<file path="src/rtl/ler_palavra_if.sv">
`default_nettype none
// ============================================================================
//  Module      : ler_palavra_if
//  Description : Bundle of the request, RAM read-port and result signals of
//                the framebuffer word reader. The master side issues
//                requests and returns RAM read data. The slave side is the
//                reader itself.
//  Revision    : 1.0 - initial release
// ============================================================================
interface ler_palavra_if;

    logic        start;
    logic [31:0] endereco_base;
    logic        q;
    logic [11:0] rdaddress;
    logic        rden;
    logic [31:0] dados_out;
    logic        busy;
    logic        done;

    modport master (
        output start,
        output endereco_base,
        output q,
        input  rdaddress,
        input  rden,
        input  dados_out,
        input  busy,
        input  done
    );

    modport slave (
        input  start,
        input  endereco_base,
        input  q,
        output rdaddress,
        output rden,
        output dados_out,
        output busy,
        output done
    );

endinterface

`default_nettype wire

</file>
<file path="src/rtl/ler_palavra.sv">
`default_nettype none
// ============================================================================
//  Module      : ler_palavra
//  Description : Framebuffer word reader. On start it reads 32 consecutive
//                1-bit pixels from a 4096x1 RAM, beginning at a base address.
//                It packs them MSB-first into a 32-bit word and pulses done
//                for one cycle.
//  Options     : LER_WRAP_EN - when defined, addresses wrap modulo 4096.
//                When undefined, issues past address 4095 are suppressed
//                (rden=0, rdaddress=0) and read back as 0.
//  Revision    : 1.0 - initial release
// ============================================================================
module ler_palavra #(
    parameter int RD_LAT = 1            // RAM read latency, 1 or 2 cycles
) (
    input  wire          clock,
    input  wire          reset_n,
    ler_palavra_if.slave bus
);

    localparam logic [1:0] c_st_idle  = 2'd0;
    localparam logic [1:0] c_st_read  = 2'd1;
    localparam logic [1:0] c_st_drain = 2'd2;
    localparam logic [1:0] c_st_done  = 2'd3;

    localparam logic [5:0] c_last_idx = 6'd31;

    // FSM state
    logic [1:0]      state_q, state_d;

    // datapath registers
    logic [11:0]     base_q, base_d;        // latched start address
    logic [5:0]      idx_q, idx_d;          // index of the issue currently on rdaddress
    logic [5:0]      cap_q, cap_d;          // number of bits captured so far
    logic [RD_LAT:0] vld_q, vld_d;          // issue tracking, one slot per cycle of latency
    logic [RD_LAT:0] oob_q, oob_d;          // marks tracked slots that were out of range
    logic [31:0]     shift_q, shift_d;      // word under assembly

    // registered outputs
    logic [11:0]     rdaddress_q, rdaddress_d;
    logic            rden_q, rden_d;
    logic [31:0]     dados_q, dados_d;
    logic            busy_q, busy_d;
    logic            done_q, done_d;

    // combinational helpers
    logic            w_issue;
    logic [11:0]     w_issue_base;
    logic [5:0]      w_issue_idx;
    logic [11:0]     w_issue_addr;
    logic            w_issue_oob;
    logic            w_capture;
    logic            w_cap_bit;
    logic            w_last_capture;
    logic            w_unused_base_hi;

    // Only 12 address bits reach the RAM; the upper bits are deliberately dropped.
    assign w_unused_base_hi = ^bus.endereco_base[31:12];

    // Decide whether an address is issued on the coming edge, and which one.
    always_comb begin
        w_issue      = 1'b0;
        w_issue_base = base_q;
        w_issue_idx  = idx_q + 6'd1;
        if (state_q == c_st_idle) begin
            // Issue 0 goes out on the same edge that accepts start.
            w_issue      = bus.start;
            w_issue_base = bus.endereco_base[11:0];
            w_issue_idx  = 6'd0;
        end else if (state_q == c_st_read) begin
            w_issue = (idx_q != c_last_idx);
        end
    end

`ifdef LER_WRAP_EN
    // Address arithmetic wraps modulo 4096; every issue is a real read.
    always_comb begin
        w_issue_addr = w_issue_base + {6'd0, w_issue_idx};
        w_issue_oob  = 1'b0;
    end
`else
    logic [12:0] w_issue_sum;

    // Addresses past 4095 are suppressed and later read back as zero.
    always_comb begin
        w_issue_sum  = {1'b0, w_issue_base} + {7'd0, w_issue_idx};
        w_issue_oob  = w_issue_sum[12];
        w_issue_addr = w_issue_oob ? 12'd0 : w_issue_sum[11:0];
    end
`endif

    // A capture happens when a tracked issue reaches the end of the latency pipe.
    assign w_capture      = vld_q[RD_LAT];
    assign w_cap_bit      = bus.q & ~oob_q[RD_LAT];
    assign w_last_capture = w_capture && (cap_q == c_last_idx);

    // State register.
    always_ff @(posedge clock or negedge reset_n) begin
        if (!reset_n) begin
            state_q <= c_st_idle;
        end else begin
            state_q <= state_d;
        end
    end

    // Next-state logic.
    always_comb begin
        state_d = state_q;
        case (state_q)
            c_st_idle: begin
                if (bus.start) begin
                    state_d = c_st_read;
                end
            end
            c_st_read: begin
                if (idx_q == c_last_idx) begin
                    state_d = c_st_drain;
                end
            end
            c_st_drain: begin
                if (w_last_capture) begin
                    state_d = c_st_done;
                end
            end
            c_st_done: begin
                state_d = c_st_idle;
            end
            default: begin
                state_d = c_st_idle;
            end
        endcase
    end

    // Datapath next values: counters, latency pipe and shift register.
    always_comb begin
        base_d  = base_q;
        idx_d   = idx_q;
        cap_d   = cap_q;
        vld_d   = {vld_q[RD_LAT-1:0], w_issue};
        oob_d   = {oob_q[RD_LAT-1:0], w_issue & w_issue_oob};
        shift_d = shift_q;

        if (state_q == c_st_idle && bus.start) begin
            base_d = bus.endereco_base[11:0];
            idx_d  = 6'd0;
            cap_d  = 6'd0;
        end else if (w_issue) begin
            idx_d = w_issue_idx;
        end

        // New bits enter on the LSB side so the first one ends up at [31].
        if (w_capture) begin
            shift_d = {shift_q[30:0], w_cap_bit};
            cap_d   = cap_q + 6'd1;
        end
    end

    // Output logic, computed from the upcoming state so outputs are registered.
    always_comb begin
        rden_d      = w_issue & ~w_issue_oob;
        rdaddress_d = rdaddress_q;
        dados_d     = dados_q;
        busy_d      = (state_d == c_st_read) || (state_d == c_st_drain);
        done_d      = (state_d == c_st_done);

        if (w_issue) begin
            rdaddress_d = w_issue_addr;
        end else if (state_d == c_st_idle) begin
            rdaddress_d = 12'd0;
        end

        // The result is published whole, together with the done pulse.
        if (state_d == c_st_done) begin
            dados_d = shift_d;
        end
    end

    // Datapath registers.
    always_ff @(posedge clock or negedge reset_n) begin
        if (!reset_n) begin
            base_q  <= '0;
            idx_q   <= '0;
            cap_q   <= '0;
            vld_q   <= '0;
            oob_q   <= '0;
            shift_q <= '0;
        end else begin
            base_q  <= base_d;
            idx_q   <= idx_d;
            cap_q   <= cap_d;
            vld_q   <= vld_d;
            oob_q   <= oob_d;
            shift_q <= shift_d;
        end
    end

    // Output registers.
    always_ff @(posedge clock or negedge reset_n) begin
        if (!reset_n) begin
            rdaddress_q <= '0;
            rden_q      <= 1'b0;
            dados_q     <= '0;
            busy_q      <= 1'b0;
            done_q      <= 1'b0;
        end else begin
            rdaddress_q <= rdaddress_d;
            rden_q      <= rden_d;
            dados_q     <= dados_d;
            busy_q      <= busy_d;
            done_q      <= done_d;
        end
    end

    assign bus.rdaddress = rdaddress_q;
    assign bus.rden      = rden_q;
    assign bus.dados_out = dados_q;
    assign bus.busy      = busy_q;
    assign bus.done      = done_q;

endmodule

`default_nettype wire

</file>
<file path="src/flat_wrapper.sv">
// flat-port wrapper written by rule: the top's interface ports become plain ports
module ler_palavra_flat 
#(
    parameter int RD_LAT = 1                                              
)
  (clock, reset_n, bus_start, bus_endereco_base, bus_q, bus_rdaddress, bus_rden, bus_dados_out, bus_busy, bus_done);
  ler_palavra_if bus_i ();
  input  wire clock;
  input  wire reset_n;
  input wire logic [$bits(bus_i.start)-1:0] bus_start;
  input wire logic [$bits(bus_i.endereco_base)-1:0] bus_endereco_base;
  input wire logic [$bits(bus_i.q)-1:0] bus_q;
  output wire logic [$bits(bus_i.rdaddress)-1:0] bus_rdaddress;
  output wire logic [$bits(bus_i.rden)-1:0] bus_rden;
  output wire logic [$bits(bus_i.dados_out)-1:0] bus_dados_out;
  output wire logic [$bits(bus_i.busy)-1:0] bus_busy;
  output wire logic [$bits(bus_i.done)-1:0] bus_done;
  assign bus_i.start = bus_start;
  assign bus_i.endereco_base = bus_endereco_base;
  assign bus_i.q = bus_q;
  assign bus_rdaddress = bus_i.rdaddress;
  assign bus_rden = bus_i.rden;
  assign bus_dados_out = bus_i.dados_out;
  assign bus_busy = bus_i.busy;
  assign bus_done = bus_i.done;
  ler_palavra #(.RD_LAT(RD_LAT)) u_core (.clock(clock), .reset_n(reset_n), .bus(bus_i));
endmodule
</file>
<file path="config.mk">
export PLATFORM = sky130hd
export DESIGN_NAME = ler_palavra_flat
export DESIGN_NICKNAME = d
export VERILOG_FILES = /design/src/rtl/ler_palavra_if.sv /design/src/rtl/ler_palavra.sv /design/src/flat_wrapper.sv
export SDC_FILE = /design/constraint.sdc
export NUM_CORES = 1
export LEC_CHECK = 0
export CAP_MARGIN = 20
export CORE_MARGIN = 5
export CORE_UTILIZATION = 35
export DETAILED_ROUTE_END_ITERATION = 10
export GPL_ROUTABILITY_DRIVEN = 0
export HOLD_SLACK_MARGIN = 0.15
export PLACE_DENSITY = 0.64
export SETUP_SLACK_MARGIN = 0.15
export SLEW_MARGIN = 20
export SYNTH_ARGS = -nofsm -noshare
export SYNTH_HDL_FRONTEND = slang
export SYNTH_SLANG_ARGS = --single-unit
</file>
<file path="constraint.sdc">
create_clock -name clock -period 4.5 [get_ports clock]
set_input_delay 0.45 -clock clock [delete_from_list [all_inputs] [get_ports clock]]
set_output_delay 0.45 -clock clock [all_outputs]
set_load 0.02 [all_outputs]
</file>
* Word-level counts from Yosys, hierarchy flattened
Index checks and enable logic that the tools add are counted.
Storage, ports and cells: output and inout port bits 47, register bits 109, input bits 36, word-level logic and storage cells 53
Cells by class: mux-type cells 16, bitwise logic cells 5, add/subtract/negate cells 3, reduce and logical (&&, ||, !) cells 8, equal/unequal tests 9
Operator list (number):
- 12-bit 2-to-1 mux | 4
- 32-bit 2-to-1 mux | 1
- 6-bit 2-to-1 mux | 5
- 12-bit by 6-bit adder with 13-bit output | 1
- 6-bit by 1-bit adder with 6-bit output, second input constant | 2
- 6-bit by 5-bit == test with 1-bit output, second input constant | 2
- 2-bit == test, second input constant | 4
- 2-bit one-hot mux with 4 select lines | 1
- 2-bit 2-to-1 mux | 3
- 6-bit by 5-bit != test with 1-bit output, second input constant | 1
- 2-bit nonzero test | 3
- 2-bit by 1-bit == test with 1-bit output, second input constant | 2
- 2-bit zero test | 2
- 1-bit bitwise AND | 3
- 1-bit logical AND | 2
- 1-bit 2-to-1 mux | 2
- 1-bit NOT | 2
- 1-bit logical OR | 1

* Logic depth before layout (Yosys ltp)
word-level depth 7, depth in mapped cells 12

* Least setup slack after synthesis
Ideal clock, no wire load.
kind register to register, start point register u_core.state_q[0], end point register u_core.rdaddress_q[9], in the netlist u_core.bus.rdaddress[9], path slack 1.371 ns, data arrival time 3.066 ns, period minus slack after synthesis 3.129 ns, library setup time 0.062 ns, stages on the path, launching flop included 13, cells stage by stage dfrtp_1 > buf_4 > nor2_4 > buf_2 > buf_2 > mux2_2 > ha_1 > fa_1 > a211oi_1 > o21bai_1 > a21oi_2 > o21ai_4 > a2bb2o_4
Between the ends: cells in the longest elaborated chain, start to end 5
RTL lines:
- start: declaration | RTL line ler_palavra.sv:29 | logic [1:0] state_q, state_d;
- start signal: assignment | RTL line ler_palavra.sv:100 | state_q <= c_st_idle;
- start signal: assignment | RTL line ler_palavra.sv:102 | state_q <= state_d;
- 2-bit zero test | RTL line ler_palavra.sv:65, ler_palavra.sv:109
- 12-bit 2-to-1 mux / 6-bit 2-to-1 mux (equally long branches) | RTL line ler_palavra.sv:65 | if (state_q == c_st_idle) begin
- 12-bit by 6-bit adder with 13-bit output | RTL line ler_palavra.sv:86 | w_issue_sum = {1'b0, w_issue_base} + {7'd0, w_issue_idx};
- 12-bit 2-to-1 mux | RTL line ler_palavra.sv:88 | w_issue_addr = w_issue_oob ? 12'd0 : w_issue_sum[11:0];
- 12-bit 2-to-1 mux | RTL line ler_palavra.sv:166 | if (w_issue) begin
- end signal: assignment | RTL line ler_palavra.sv:206 | rdaddress_q <= rdaddress_d;
- end: declaration | RTL line ler_palavra.sv:40 | logic [11:0] rdaddress_q, rdaddress_d;
Parallel ways exist; a longest one is shown, timed or not. A chain may end at the register's enable or synchronous reset.

* Worst setup path after layout
Ends and elaborated chain as after synthesis.

==> metrics <==
PortBufs 62; Util after Layout 0.440; ANT cells 0; drt initial violations ~120; max cap viols 0; ANT nets after route 0; flop-to-flop setup slack 1.45 ns; unique cell type count in the Yosys netlist 49; CP top delay family compound AO/OA/AOI/OAI gates; Row Count 42; Tightest Pin Transition between 0.7 and 0.8 ns; htree depth 3; vias in the first global route around 3200; final net count around 470; DRC Markers 0; Async S/R FF share, synth 1.00; core area 13400 µm²; cts repair resizes 0; Syn Inst Count about 360; top-area cell type share of the netlist area 0.566; antenna violations before repair 0; clock transition at the registers of the reported paths 0.07 ns; Root Buffer clkbuf_16; Mean Syn Cell Area 13.5 µm²; synthesis-to-finish area growth 22.3%; CTS tree built; Final Setup Violations 0; Seq/Total Area, Yosys 0.566; DR vias 2913; WL/cell 15.2 µm; CP max stage delay approximately 0.55 ns; Setup Buffers After CTS 0; clk_skew 0.00573 ns; hold_buf cts 0; die area about 16000 µm²; worst path cell trace nor2_4, buf_4, nor2_1, ha_1, fa_1, a211oi_1, o21bai_1, a21oi_2, o21ai_4, a2bb2o_4; top_reg_cell synth dfrtp_1; Initial Util 0.360; Slew HR 0.486; largest net degree at the start of global routing 64; CP Class flip-flop to flip-flop; synth cell count leaders dfrtp_1 (109), mux2_2 (78), nand2_1 (20); drt pass-1 iters 4; fin. max-slew vios 0; Setup crit start kind flip-flop; Max Fanout on Critical Path 18; synthesis-stage register bit count ~110; dpl cells just under 600; final total power 4.68 mW; dominant cell by count in the synthesized netlist dfrtp_1; grt total ovfl 0; Syn Std Cell Area approximately 4800 µm²; vias per inst 4.86; CP required about 4.8 ns; reg2reg start u_core.state_q[0]; Longest Clk Path Bufs 2; fraction of layout cells with a size suffix above 1 0.270; Worst VDD drop between 0.5 and 0.6 mV; post-synth top area cell dfrtp_1; Final Critical Period between 3 and 4 ns; Max Freq between 0.3 and 0.4 GHz; unrepaired setup endpoints after global routing no; CP max-delay cell dfrtp_1; Final Cycle Share 0.677; die height between 100 and 150 µm; synth warn 0; CTS Sinks approximately 110; final hold violation count 0; Tot GR Track Use 0.119; Area contributors post-synth dfrtp_1 (57%), mux2_2 (18%), ha_1 (2.6%); FF-to-FF End u_core.bus.rdaddress[9]; setup TNS 0 ns; Buf+Inv Stages, Crit Path 1; drt total wl ~9.1 mm; Syn Nets between 400 and 500; Setup crit end kind flip-flop; Leakage 2.54 nW; Critical Path AT 3.34 ns; first-pass GRT wire length around 15 mm; Post-Layout Cell Count 599; number of flops mapped to enable cells by yosys 0; Num CTS Buffers 9; Clk Latency, worst-skew pair roughly 0.35 ns; num ports 83; dpl hpwl about 6.3 mm; R2R depth 10; min-delay worst type primary input to async pin; Power Density a little under 800 nW/µm²; chip width approximately 130 µm; status completed
metal layers:
layer / track usage / vias up / share of wire
li1: - / 1391 / -
met1: 0.141 / 1454 / 0.44
met2: 0.202 / 56 / 0.49
met3: 0.0392 / 12 / 0.052
met4: 0.0397 / 0 / 0.017
met5: 0 / - / 0
power by group:
| part | switching, mW | internal, mW |
|---|---|---|
| sequential | 0.275 | 1.44 |
| clock | 0.360 | 0.378 |
| combinational | 1.08 | 1.16 |
state kept, by name (all words and copies together), names as in the netlist:
register / flops
u_core.vld_q: 2
u_core.bus.done: 1
u_core.bus.rdaddress: 12
u_core.shift_q: 32
u_core.state_q: 2
u_core.bus.dados_out: 32
u_core.idx_q: 6
u_core.cap_q: 6
u_core.bus.busy: 1
u_core.bus.rden: 1
u_core.oob_q: 2
u_core.base_q: 12
layout by cell type (no fill, tap or decap), types with 3 or more instances in the layout:
cell type / netlist / routed
a21o_1: 3 / 3
a21oi_1: 3 / 3
a22o_1: 3 / 3
a2bb2o_4: 3 / 3
buf_4: 1 / 5
clkbuf_16: 0 / 9
clkdlybuf4s50_1: 0 / 61
dfrtp_1: 109 / 109
ha_1: 10 / 10
inv_1: 7 / 7
mux2_1: 7 / 7
mux2_2: 78 / 78
mux2i_1: 5 / 5
nand2_1: 20 / 20
nand2b_1: 3 / 3
nand3_1: 8 / 8
nand3b_1: 3 / 3
nand4_1: 4 / 4
nor2_1: 10 / 10
nor3_1: 3 / 3
o211ai_1: 3 / 3
o21ai_0: 8 / 8
o21ai_1: 4 / 4
o2bb2ai_1: 6 / 6
xnor2_1: 6 / 6
xor2_1: 7 / 7
cells by family (layout without fill, tap and decap cells):
group,after synthesis,after routing,share of synthesized area
fa+ha+maj,11,11,0.0301
mux,90,90,0.209
compound gates,45,45,0.0784
xor+xnor,13,13,0.0236
simple gates,65,65,0.0721
flops,109,109,0.566
buf+inv,23,90,0.0213
worst max path at each step:
stage | depth (start not counted) | slack [ns] | endpoint | startpoint
detailed placement | 10 | 1.44 | u_core.bus.rdaddress[9] | u_core.state_q[0]
floorplan | 12 | 1.37 | u_core.bus.rdaddress[9] | u_core.state_q[0]
global route | 10 | 1.21 | u_core.bus.rdaddress[5] | u_core.state_q[0]
finish | 10 | 1.45 | u_core.bus.rdaddress[9] | u_core.state_q[0]
CTS | 10 | 1.43 | u_core.bus.rdaddress[9] | u_core.state_q[0]
global placement | 10 | 1.46 | u_core.bus.rdaddress[9] | u_core.state_q[0]
stage by stage:
| stage | cell area, µm² | hold WS (ns) | setup slack [ns] |
|---|---|---|---|
| after floorplan | 4820 | 0.154 | 1.37 |
| after global placement | 5620 | 0.334 | 1.46 |
| after detailed placement | 5620 | 0.339 | 1.44 |
| after CTS | 5900 | 0.203 | 1.43 |
| after global routing | 5900 | 0.257 | 1.21 |
| final | 5900 | 0.179 | 1.45 |
area by class of cell:
type / instances / area, µm²
fillers: 1249 / 7500
multi-input cells: 224 / 1990
well taps: 176 / 220
repair buffers: 66 / 648
flip-flops and latches: 109 / 2730
clock buffers: 9 / 225
clock inverters: 6 / 48.8
inverters: 9 / 33.8
No activity file was read; power rests on OpenSTA's default activity.
